## config.mk

```make
export PLATFORM = sky130hd
export DESIGN_NAME = data_mem_arbiter
export DESIGN_NICKNAME = d
export VERILOG_FILES = /design/src/rtl/mips_uc_pkg.sv /design/src/rtl/rr_pick2.sv /design/src/rtl/data_mem_arbiter.sv
export SDC_FILE = /design/constraint.sdc
export NUM_CORES = 1
export LEC_CHECK = 0
export CAP_MARGIN = 20
export CORE_MARGIN = 10
export CORE_UTILIZATION = 30
export DETAILED_ROUTE_END_ITERATION = 10
export PLACE_DENSITY = 0.91
export SYNTH_ARGS = -nofsm -noshare
export SYNTH_HDL_FRONTEND = slang
export SYNTH_SLANG_ARGS = --single-unit
export TNS_END_PERCENT = 20
```

## constraint.sdc

```tcl
create_clock -name clk -period 9.36 [get_ports clk]
set_input_delay 2.808 -clock clk [delete_from_list [all_inputs] [get_ports clk]]
set_output_delay 2.808 -clock clk [all_outputs]
set_load 0.02 [all_outputs]
```

## src/rtl/mips_uc_pkg.sv

```systemverilog
// -----------------------------------------------------------------------------
// mips_uc_pkg
// Shared definitions for the data-memory arbiter: arbiter FSM state encoding,
// master index constants and the beat-counter geometry.
// -----------------------------------------------------------------------------
package mips_uc_pkg;

    // Arbiter ownership state: nobody owns the port, or master 0/1 holds it.
    typedef enum logic [1:0] {
        ST_IDLE = 2'd0,
        ST_OWN0 = 2'd1,
        ST_OWN1 = 2'd2
    } arb_state_t;

    // Master indices on the request/grant vectors.
    localparam logic MST_CPU = 1'b0;
    localparam logic MST_DMA = 1'b1;

    // Beat counter width and its saturation value.
    localparam int              CNT_W   = 8;
    localparam logic [CNT_W-1:0] CNT_MAX = '1;

endpackage : mips_uc_pkg

```

## src/rtl/rr_pick2.sv

```systemverilog
// -----------------------------------------------------------------------------
// rr_pick2
// Combinational two-way round-robin choice. With one requester it picks that
// one; with both it picks the master not named by i_last_grant.
// Ports:
//   i_req[1:0]     request vector (bit n = master n)
//   i_last_grant   index of the master that most recently released the port
//   o_pick[1:0]    one-hot choice, 00 when nobody requests
// -----------------------------------------------------------------------------
module rr_pick2 (
    input  logic [1:0] i_req,
    input  logic       i_last_grant,
    output logic [1:0] o_pick
);

    always_comb begin
        // NOTE: a default is assigned before the case so no path can infer a latch.
        o_pick = 2'b00;
        case (i_req)
            2'b01:   o_pick = 2'b01;
            2'b10:   o_pick = 2'b10;
            2'b11:   o_pick = i_last_grant ? 2'b01 : 2'b10;
            default: o_pick = 2'b00;
        endcase
    end

endmodule : rr_pick2

```

## src/rtl/data_mem_arbiter.sv

```systemverilog
// -----------------------------------------------------------------------------
// data_mem_arbiter
// Arbitrates one data-memory port between the CPU bridge (master 0) and the
// DMA engine (master 1). A grant from IDLE is itself the first beat; a master
// that keeps m_lock high stays owner for further beats, up to MAX_BURST beats
// when the other master is waiting. Read beats return m_rvalid one cycle
// later together with the registered memory read data.
// Ports:
//   clk, rst               clock, asynchronous active-low reset
//   m_req, m_lock          per-master request / keep-grant
//   m0_*/m1_*              per-master byte address, byte enables, write data
//   m_gnt                  one-hot grant (combinational)
//   m_rvalid, m_rdata      read return (registered)
//   mem_ce/addr/wbe/wdata  memory request side; mem_rdata memory read data
// -----------------------------------------------------------------------------
module data_mem_arbiter
    import mips_uc_pkg::*;
#(
    parameter int DATA_WIDTH = 32,
    parameter int ADDR_WIDTH = 30,
    parameter int MAX_BURST  = 8
) (
    input  logic                  clk,
    input  logic                  rst,
    input  logic [1:0]            m_req,
    input  logic [1:0]            m_lock,
    input  logic [31:0]           m0_addr,
    input  logic [31:0]           m1_addr,
    input  logic [3:0]            m0_wbe,
    input  logic [3:0]            m1_wbe,
    input  logic [DATA_WIDTH-1:0] m0_wdata,
    input  logic [DATA_WIDTH-1:0] m1_wdata,
    output logic [1:0]            m_gnt,
    output logic [1:0]            m_rvalid,
    output logic [DATA_WIDTH-1:0] m_rdata,
    output logic                  mem_ce,
    output logic [ADDR_WIDTH-1:0] mem_addr,
    output logic [3:0]            mem_wbe,
    output logic [DATA_WIDTH-1:0] mem_wdata,
    input  logic [DATA_WIDTH-1:0] mem_rdata
);

    // Counter value after the last beat a waiting master may be made to wait for.
    localparam logic [CNT_W-1:0] BURST_LAST = CNT_W'(MAX_BURST - 1);

    arb_state_t            r_state, w_state_next;
    logic                  r_last_grant, w_last_next;
    logic [CNT_W-1:0]      r_cnt, w_cnt_next;
    logic [1:0]            r_rvalid;
    logic [DATA_WIDTH-1:0] r_rdata;

    logic [1:0]            w_pick;
    logic [1:0]            w_gnt;
    logic                  w_owner;
    logic                  w_beat;
    logic                  w_other_req;
    logic                  w_read;
    logic                  w_unused_addr;

    rr_pick2 u_pick (
        .i_req        (m_req),
        .i_last_grant (r_last_grant),
        .o_pick       (w_pick)
    );

    // Grant decode: IDLE grants the round-robin pick, an owner sees only its own request.
    always_comb begin
        w_gnt   = 2'b00;
        w_owner = MST_CPU;
        case (r_state)
            ST_IDLE: begin
                w_gnt   = w_pick;
                w_owner = w_pick[1] ? MST_DMA : MST_CPU;
            end
            ST_OWN0: begin
                w_gnt   = {1'b0, m_req[0]};
                w_owner = MST_CPU;
            end
            ST_OWN1: begin
                w_gnt   = {m_req[1], 1'b0};
                w_owner = MST_DMA;
            end
            default: ;
        endcase
        // Nothing may be granted while reset is held, even though IDLE would pick.
        if (!rst) w_gnt = 2'b00;
    end

    assign w_beat      = |w_gnt;
    assign w_other_req = (w_owner == MST_DMA) ? m_req[0] : m_req[1];

    // Ownership bookkeeping on each cycle.
    always_comb begin
        w_state_next = r_state;
        w_last_next  = r_last_grant;
        w_cnt_next   = r_cnt;
        if (w_beat) begin
            // The granting beat from IDLE restarts the count; owner beats saturate.
            if (r_state == ST_IDLE)    w_cnt_next = '0;
            else if (r_cnt != CNT_MAX) w_cnt_next = r_cnt + 1'b1;

            if (m_lock[w_owner] && !(w_other_req && (w_cnt_next >= BURST_LAST))) begin
                w_state_next = (w_owner == MST_DMA) ? ST_OWN1 : ST_OWN0;
            end else begin
                w_state_next = ST_IDLE;
                w_last_next  = w_owner;
            end
        end else if (r_state != ST_IDLE) begin
            // Owner dropped its request: release without a beat.
            w_state_next = ST_IDLE;
            w_last_next  = w_owner;
        end
    end

    // Memory side follows the granted master.
    assign mem_ce    = w_beat;
    assign mem_addr  = (w_owner == MST_DMA) ? m1_addr[ADDR_WIDTH+1:2] : m0_addr[ADDR_WIDTH+1:2];
    assign mem_wbe   = (w_owner == MST_DMA) ? m1_wbe : m0_wbe;
    assign mem_wdata = (w_owner == MST_DMA) ? m1_wdata : m0_wdata;
    assign w_read    = (mem_wbe == 4'b0000);

    // Byte-lane and out-of-range address bits are deliberately dropped.
    assign w_unused_addr = ^{m0_addr, m1_addr};

    always_ff @(posedge clk or negedge rst) begin
        if (!rst) begin
            r_state      <= ST_IDLE;
            r_last_grant <= 1'b1;
            r_cnt        <= '0;
            r_rvalid     <= 2'b00;
            r_rdata      <= '0;
        end else begin
            // NOTE: sequential state uses non-blocking assignments so every register samples pre-edge values.
            r_state      <= w_state_next;
            r_last_grant <= w_last_next;
            r_cnt        <= w_cnt_next;
            r_rvalid     <= w_gnt & {2{w_read}};
            r_rdata      <= mem_rdata;
        end
    end

    assign m_gnt    = w_gnt;
    assign m_rvalid = r_rvalid;
    assign m_rdata  = r_rdata;

endmodule : data_mem_arbiter

```

==> results of run 1 <==
[worst register-to-register path: cells and delay by family, from the launching register on]
family                   cells  cell delay [ns]
AND/OR/NAND/NOR              1             0.25
AO/OA/AOI/OAI                3             0.76
adder cells (fa/ha/maj)      1             0.29
multiplexers                 1             0.34
flip-flops                   1             0.46
[logic make-up after synthesis]
kind of cell             after synthesis  share of synthesized area (%)
AO/OA/AOI/OAI                         32                           9.70
XOR/XNOR                               1                          0.357
AND/OR/NAND/NOR                       35                           7.35
buffers and inverters                 16                           3.83
adder cells (fa/ha/maj)                1                          0.510
flip-flops                            45                           46.0
multiplexers                          70                           32.3
[report_power, final]
| group | internal [mW] | switching [mW] |
|---|---|---|
| combinational | 0.208 | 0.160 |
| sequential | 0.206 | 0.00831 |
| clock | 0.0802 | 0.0677 |
[Yosys cell counts (2+ instances only)]
master	count	share of area [%]
dfrtp_1	44	45
nand2_1	5	0.77
a41oi_1	3	1.1
and2_1	2	0.51
nor3_1	2	0.41
o21ai_0	4	0.82
buf_2	6	1.2
a21oi_1	9	1.8
nor2_1	11	1.7
inv_1	4	0.61
a31oi_1	3	0.77
buf_4	2	0.61
nand3_1	4	0.82
and3_1	2	0.51
mux2_2	68	31
[layout make-up]
| class | count | share of cell area (%) |
|---|---|---|
| clock inverter | 2 | 0.724 |
| timing repair buffer | 274 | 51.2 |
| multi-input combinational | 139 | 23.0 |
| tap | 102 | 2.38 |
| sequential | 45 | 21.0 |
| clock buffer | 6 | 1.35 |
| inverter | 4 | 0.280 |
[cells in the final DEF, fill, tap and decap left out, types with 2 or more instances in the layout]
cell / count
clkdlybuf4s50_1: 271
a31oi_1: 3
nor2_1: 11
mux2_2: 68
a41oi_1: 3
dfrtp_1: 44
o21ai_0: 4
a21oi_1: 9
nor3_1: 2
and3_1: 2
nand3_1: 4
and2_1: 2
clkbuf_8: 5
inv_1: 4
nand2_1: 5
[per-layer routing]
metal / wire length, µm / part of all wire, % / up-vias / GRT usage, %
li1: - / - / 1271 / -
met1: 4750 / 36 / 1252 / 21.4
met2: 6300 / 48 / 182 / 35.8
met3: 1810 / 14 / 12 / 11.3
met4: 267 / 2.0 / 0 / 6.15
met5: 0 / 0 / - / 0
[state kept, by name (all words and copies together), names as in the netlist]
register / cells
r_cnt: 8
r_state: 2
r_last_grant: 1
m_rdata: 32
m_rvalid: 2
[worst max-delay path by stage]
stage | start | slack, ns | to | cells past startpoint
floorplan | m_req[0] | 2.33 | mem_wdata[13] | 5
global placement | m_req[0] | 1.43 | mem_wdata[7] | 6
detailed placement | m_req[0] | 1.41 | mem_wdata[7] | 6
CTS | m_req[0] | 1.41 | mem_wdata[7] | 6
global route | m_req[0] | 1.31 | mem_wdata[7] | 6
finish | m_req[0] | 1.40 | mem_wdata[7] | 6
[metrics by stage]
stage,cell area [µm²],instances,hold WS [ns]
floorplan,2450,200,0.518
global placement,5250,564,0.550
detailed placement,5250,564,0.584
CTS,5360,572,0.601
global route,5360,572,0.651
finish,5360,572,0.607
==> flow_summary.json, run 1 <==
{
  "diodes": 0,
  "tightest_slew_ns": 0.489,
  "synthDistinctLibCells": 46,
  "max_stage_delay_ns": 0.59,
  "cp_max_fo": 73,
  "r2r_cells": 6,
  "dr.pass1.iters": 4,
  "rsz0062_at_grt": "false",
  "core_um2": 7850,
  "power_density_nw_per_um2": 136,
  "dieArea_um2": 12200,
  "clock_latency_ns": 0.30,
  "syn-num-nets": 375,
  "max-slew-margin-rel_pct": 67.4,
  "holdPathStages": 2,
  "critPathTopFamily": "buffers and inverters",
  "place_ws_ns": 1.41,
  "slowest_stage": "clkdlybuf4s50_1",
  "row_count": 32,
  "cp_common_cell": "clkdlybuf4s50_1",
  "numPortBuffers": 272,
  "cts_buffers": 5,
  "timing.rr.end": "r_last_grant",
  "r2r_slack_ns": 7.19,
  "clockBufferDepth": 2,
  "clock_skew_ns": 0.00711,
  "maxCapViolations": 0,
  "die_x_um": 110,
  "multi_input_comb_area_um2": 1230,
  "startpoint_type": "input port",
  "irDropWorstVdd_v": 0.0000658,
  "critPathBufInv": 3,
  "vias": 2717,
  "syn_area_per_cell_um2": 12.3,
  "finalCritPeriodShare_pct": 85.1,
  "gr-usage-all-layers_pct": 20.8,
  "total_power_mw": 0.730,
  "status": "finished, final reports clean",
  "critical_path_class": "input port to primary output",
  "crit_path_end_kind": "primary output",
  "reg2reg_from": "r_cnt[0]",
  "drt_iter0_markers": 35,
  "hp-start": "r_cnt[3]",
  "synth-seq-cells": 45,
  "ios": 277,
  "wl_mm": 13.1,
  "overflow": 0,
  "grt_max_degree": 74,
  "finalCoreUtilization_pct": 68.3,
  "globalplace.congestion": 0.826,
  "cts_htree_levels": 2,
  "grt_pass1_vias": 2948,
  "worstPathArrival_ns": 5.15,
  "hpwl_mm": 11.5,
  "holdPathEnd": "r_cnt[3]",
  "ys.flop_type": "dfrtp_1",
  "tns_ns": 0,
  "syn_area_um2": 2450,
  "netlist_instances": 200,
  "cts.sinks": 45,
  "fillers": 613,
  "period_needed_ns": 7.96,
  "crit_required_ns": 6.55,
  "seq_area_um2": 1130,
  "vias_per_cell": 4.75,
  "finalHoldViolations": 0,
  "holdBufCountCts": 0,
  "yosysSeqAreaShare_pct": 46.0,
  "start_util_pct": 31.2,
  "slew_violations": 0,
  "min_path_type": "flip-flop to flip-flop",
  "drive_above_1_share_pct": 18.5,
  "grt_pass1_wl_mm": 18.7,
  "tritoncts": "built",
  "crit_chain": "clkdlybuf4s50_1, nor2b_2, a211oi_4, buf_12, mux2_2, clkdlybuf4s50_1",
  "layout_setup_ws_ns": 1.40,
  "cts_root_buf": "clkbuf_8",
  "die_h_um": 110,
  "drc": 0,
  "ctsResizeCount": 0,
  "ys_warn_count": 0,
  "synth_edf_count": 0,
  "async_reset_ff_share_pct": 100,
  "syn_to_final_growth_pct": 119,
  "antenna_found_initial": 0,
  "ant_nets": 0,
  "leakage_nw": 2.14,
  "wl_per_cell_um": 23.0,
  "finalSetupViolations": 0,
  "cts.clk_slew.worst_paths_ns": 0.09,
  "nets": 644,
  "post_cts_buffers": 0,
  "max_freq_ghz": 0.126
}
Power figures use the tool's default switching activity.
==> run 2, diff against run 1 <==
Settings changed: CAP_MARGIN 20 to 0, SYNTH_HIERARCHICAL set to 1.
==> run 2 against run 1 <==
Effect of this change: worst setup slack worse by 0.40 ns; synthesized cell count increased by 3.0%; worst hold slack worse by 0.013 ns; critical path type unchanged; largest power group unchanged; first-iteration DRC count grew to 4.8 times the previous value; global-route usage is essentially flat; critical endpoint is now mem_ce; clock skew fell by 0.0035 ns; highest routed layer unchanged; largest cell class unchanged; final cell count is 1.7% higher; via count grew 1.6%; utilization down 1.5 points; power up 7.8%; design area grew 0.86%; sequential power up 2%.
==> flow_summary.json, run 2 <==
{
  "overflow": 0,
  "synth_area_leaders": "dfrtp_1 (45%), mux2_2 (30%), a21oi_1 (2.6%), nor2_1 (1.7%), buf_2 (1.4%)",
  "syn_area_per_cell_um2": 12.0,
  "async_reset_ff_share_pct": 100,
  "ctsResizeCount": 0,
  "power_density_nw_per_um2": 146,
  "crit_path_end_kind": "primary output",
  "hpwl_mm": 11.7,
  "finalCritPeriodShare_pct": 89.4,
  "cp_common_cell": "clkdlybuf4s50_1",
  "crit_required_ns": 6.55,
  "rsz0062_at_grt": "false",
  "syn_area_um2": 2470,
  "ys.flop_type": "dfrtp_1",
  "tightest_slew_ns": 0.600,
  "max_freq_ghz": 0.120,
  "synth_most_common_cell": "mux2_2",
  "cts_buffers": 5,
  "max-slew-margin-rel_pct": 60.0,
  "numPortBuffers": 272,
  "cts_htree_levels": 2,
  "netlist_instances": 206,
  "drive_above_1_share_pct": 18.9,
  "dr.pass1.iters": 4,
  "crit_chain": "clkdlybuf4s50_1, a21boi_0, mux2i_1, nor3b_2, or2_1, clkdlybuf4s50_1",
  "timing.rr.end": "m_rvalid[0]",
  "final_common_cell": "clkdlybuf4s50_1",
  "clock_skew_ns": 0.00357,
  "antenna_found_initial": 0,
  "synth-seq-cells": 45,
  "place_ws_ns": 0.993,
  "synthXorXnorAreaFrac_pct": 0,
  "status": "finished, final reports clean",
  "globalplace.congestion": 0.862,
  "period_needed_ns": 8.36,
  "r2r_cells": 6,
  "critPathBufInv": 2,
  "gr-usage-all-layers_pct": 20.8,
  "syn_to_final_growth_pct": 119,
  "clock_latency_ns": 0.29,
  "drc": 0,
  "ios": 277,
  "grt_max_degree": 67,
  "drt_iter0_markers": 167,
  "worstPathArrival_ns": 5.56,
  "yosysSeqAreaShare_pct": 45.7,
  "most-common-layout-cells": "clkdlybuf4s50_1 (271), mux2_2 (66), dfrtp_1 (44), a21oi_1 (13), nor2_1 (11)",
  "nets": 651,
  "critPathTopFamily": "buffers and inverters",
  "synth.top_cell.area_share_pct": 44.6,
  "ant_nets": 0,
  "cts.sinks": 45,
  "largest_reg_flops": 32,
  "ys_warn_count": 6,
  "min_path_type": "flip-flop to flip-flop",
  "maxCapViolations": 0,
  "dp.cells": 574,
  "dieArea_um2": 12300,
  "post_cts_buffers": 0,
  "leakage_nw": 2.14,
  "vias_per_cell": 4.74,
  "synth_compound_area_share_pct": 8.52,
  "r2r_slack_ns": 6.90,
  "clockBufferDepth": 2,
  "yosys.area.top_type": "dfrtp_1",
  "holdPathEnd": "r_cnt[5]",
  "row_count": 33,
  "muxShareOfSynthArea_pct": 32.6,
  "syn-num-nets": 381,
  "synthAdderAreaFrac_pct": 0.507,
  "finalSetupViolations": 0,
  "tritoncts": "built",
  "slew_violations": 0,
  "grt_pass1_vias": 3194,
  "irDropWorstVdd_v": 0.0000712,
  "layout_setup_ws_ns": 0.997,
  "vias": 2761,
  "finalHoldViolations": 0,
  "startpoint_type": "input port",
  "synth_edf_count": 0,
  "synthDistinctLibCells": 40,
  "slowest_stage": "clkdlybuf4s50_1",
  "holdBufCountCts": 0,
  "cts_root_buf": "clkbuf_8",
  "place_area_um2": 5280,
  "tns_ns": 0,
  "grt_pass1_wl_mm": 19.8,
  "cp_max_fo": 18,
  "fin_cells": 582,
  "wl_per_cell_um": 22.8,
  "cts.clk_slew.worst_paths_ns": 0.08,
  "diodes": 0,
  "start_util_pct": 30.5,
  "reg2reg_from": "r_last_grant",
  "core_um2": 8090,
  "synth-simple-area-share_pct": 9.63,
  "finish.instance_area_um2": 5400,
  "finalCoreUtilization_pct": 66.8,
  "wl_mm": 13.3,
  "max_stage_delay_ns": 0.74,
  "die_x_um": 111,
  "hp-start": "r_cnt[5]",
  "die_h_um": 111,
  "netlist_top_cells_count": "mux2_2 (66), dfrtp_1 (44), a21oi_1 (13)",
  "critical_path_class": "input port to primary output",
  "holdPathStages": 1,
  "synth_top_family_by_area": "multiplexers"
}
==> run 2: changes by cell type after synthesis, moves of 2 or more <==
| cell | previous run | this run |
|---|---|---|
| nand4_1 | 1 | 3 |
| mux2_2 | 68 | 66 |
| a41oi_1 | 3 | 1 |
| mux2i_1 | 1 | 3 |
| a21oi_1 | 9 | 13 |
| a31o_2 | 0 | 2 |
| nand2_1 | 5 | 7 |
==> run 2: worst reg2reg max path, cell delays in order, from the launching register on <==
cell and delay [ns]:
dfstp_2 0.57, a21boi_0 0.17, o21bai_4 0.25, buf_12 0.35, mux2_2 0.45, or4_4 0.49, nor2_1 0.11
==> run 2: kinds of logic (layout without fill, tap and decap cells) <==
| family | count (synthesis) | in the layout |
|---|---|---|
| fa+ha+maj | 1 | 1 |
| flops | 45 | 45 |
| buf+inv | 15 | 286 |
| mux | 71 | 71 |
| compound gates | 31 | 31 |
| simple gates | 43 | 43 |
==> run 2: how the worst max path moves through the flow <==
| stage | startpoint | end | slack (ns) | cells past startpoint |
|---|---|---|---|---|
| after floorplan | m_req[1] | mem_ce | 2.37 | 6 |
| after global routing | m_req[1] | mem_ce | 0.77 | 6 |
| after detailed placement | m_req[1] | mem_ce | 0.99 | 6 |
| after global placement | m_req[1] | mem_ce | 1.10 | 6 |
| final | m_req[1] | mem_ce | 1.0 | 6 |
| after CTS | m_req[1] | mem_ce | 0.98 | 6 |
==> run 2: stage by stage <==
stage / power [mW] / hold slack (ns)
finish: 0.788 / 0.593
global route: 0.826 / 0.610
CTS: 0.797 / 0.579
detailed placement: 0.641 / 0.561
global placement: 0.634 / 0.548
floorplan: 0.424 / 0.521
==> run 2: layer usage <==
metal | part of all wire (%) | global-route usage, % | vias up
li1 | - | - | 1289
met1 | 36 | 20.9 | 1293
met2 | 52 | 37.9 | 168
met3 | 10 | 8.98 | 11
met4 | 1.9 | 5.90 | 0
met5 | 0 | 0 | -
==> run 2: cell type report <==
cell class	instances	area (µm²)
fillers	618	2690
clock inverters	2	37.5
repair buffers	274	2750
flip-flops and latches	45	1130
multi-input cells	146	1260
clock buffers	6	82.6
inverters	4	15.0
well taps	105	131
==> run 2: power by group <==
group	internal (mW)	switching [mW]	total [mW]	leakage, nW
Clock	0.0868	0.0653	0.152	0.0574
Sequential	0.208	0.0109	0.219	0.550
Combinational	0.230	0.186	0.416	1.53
Total	0.525	0.262	0.788	2.14
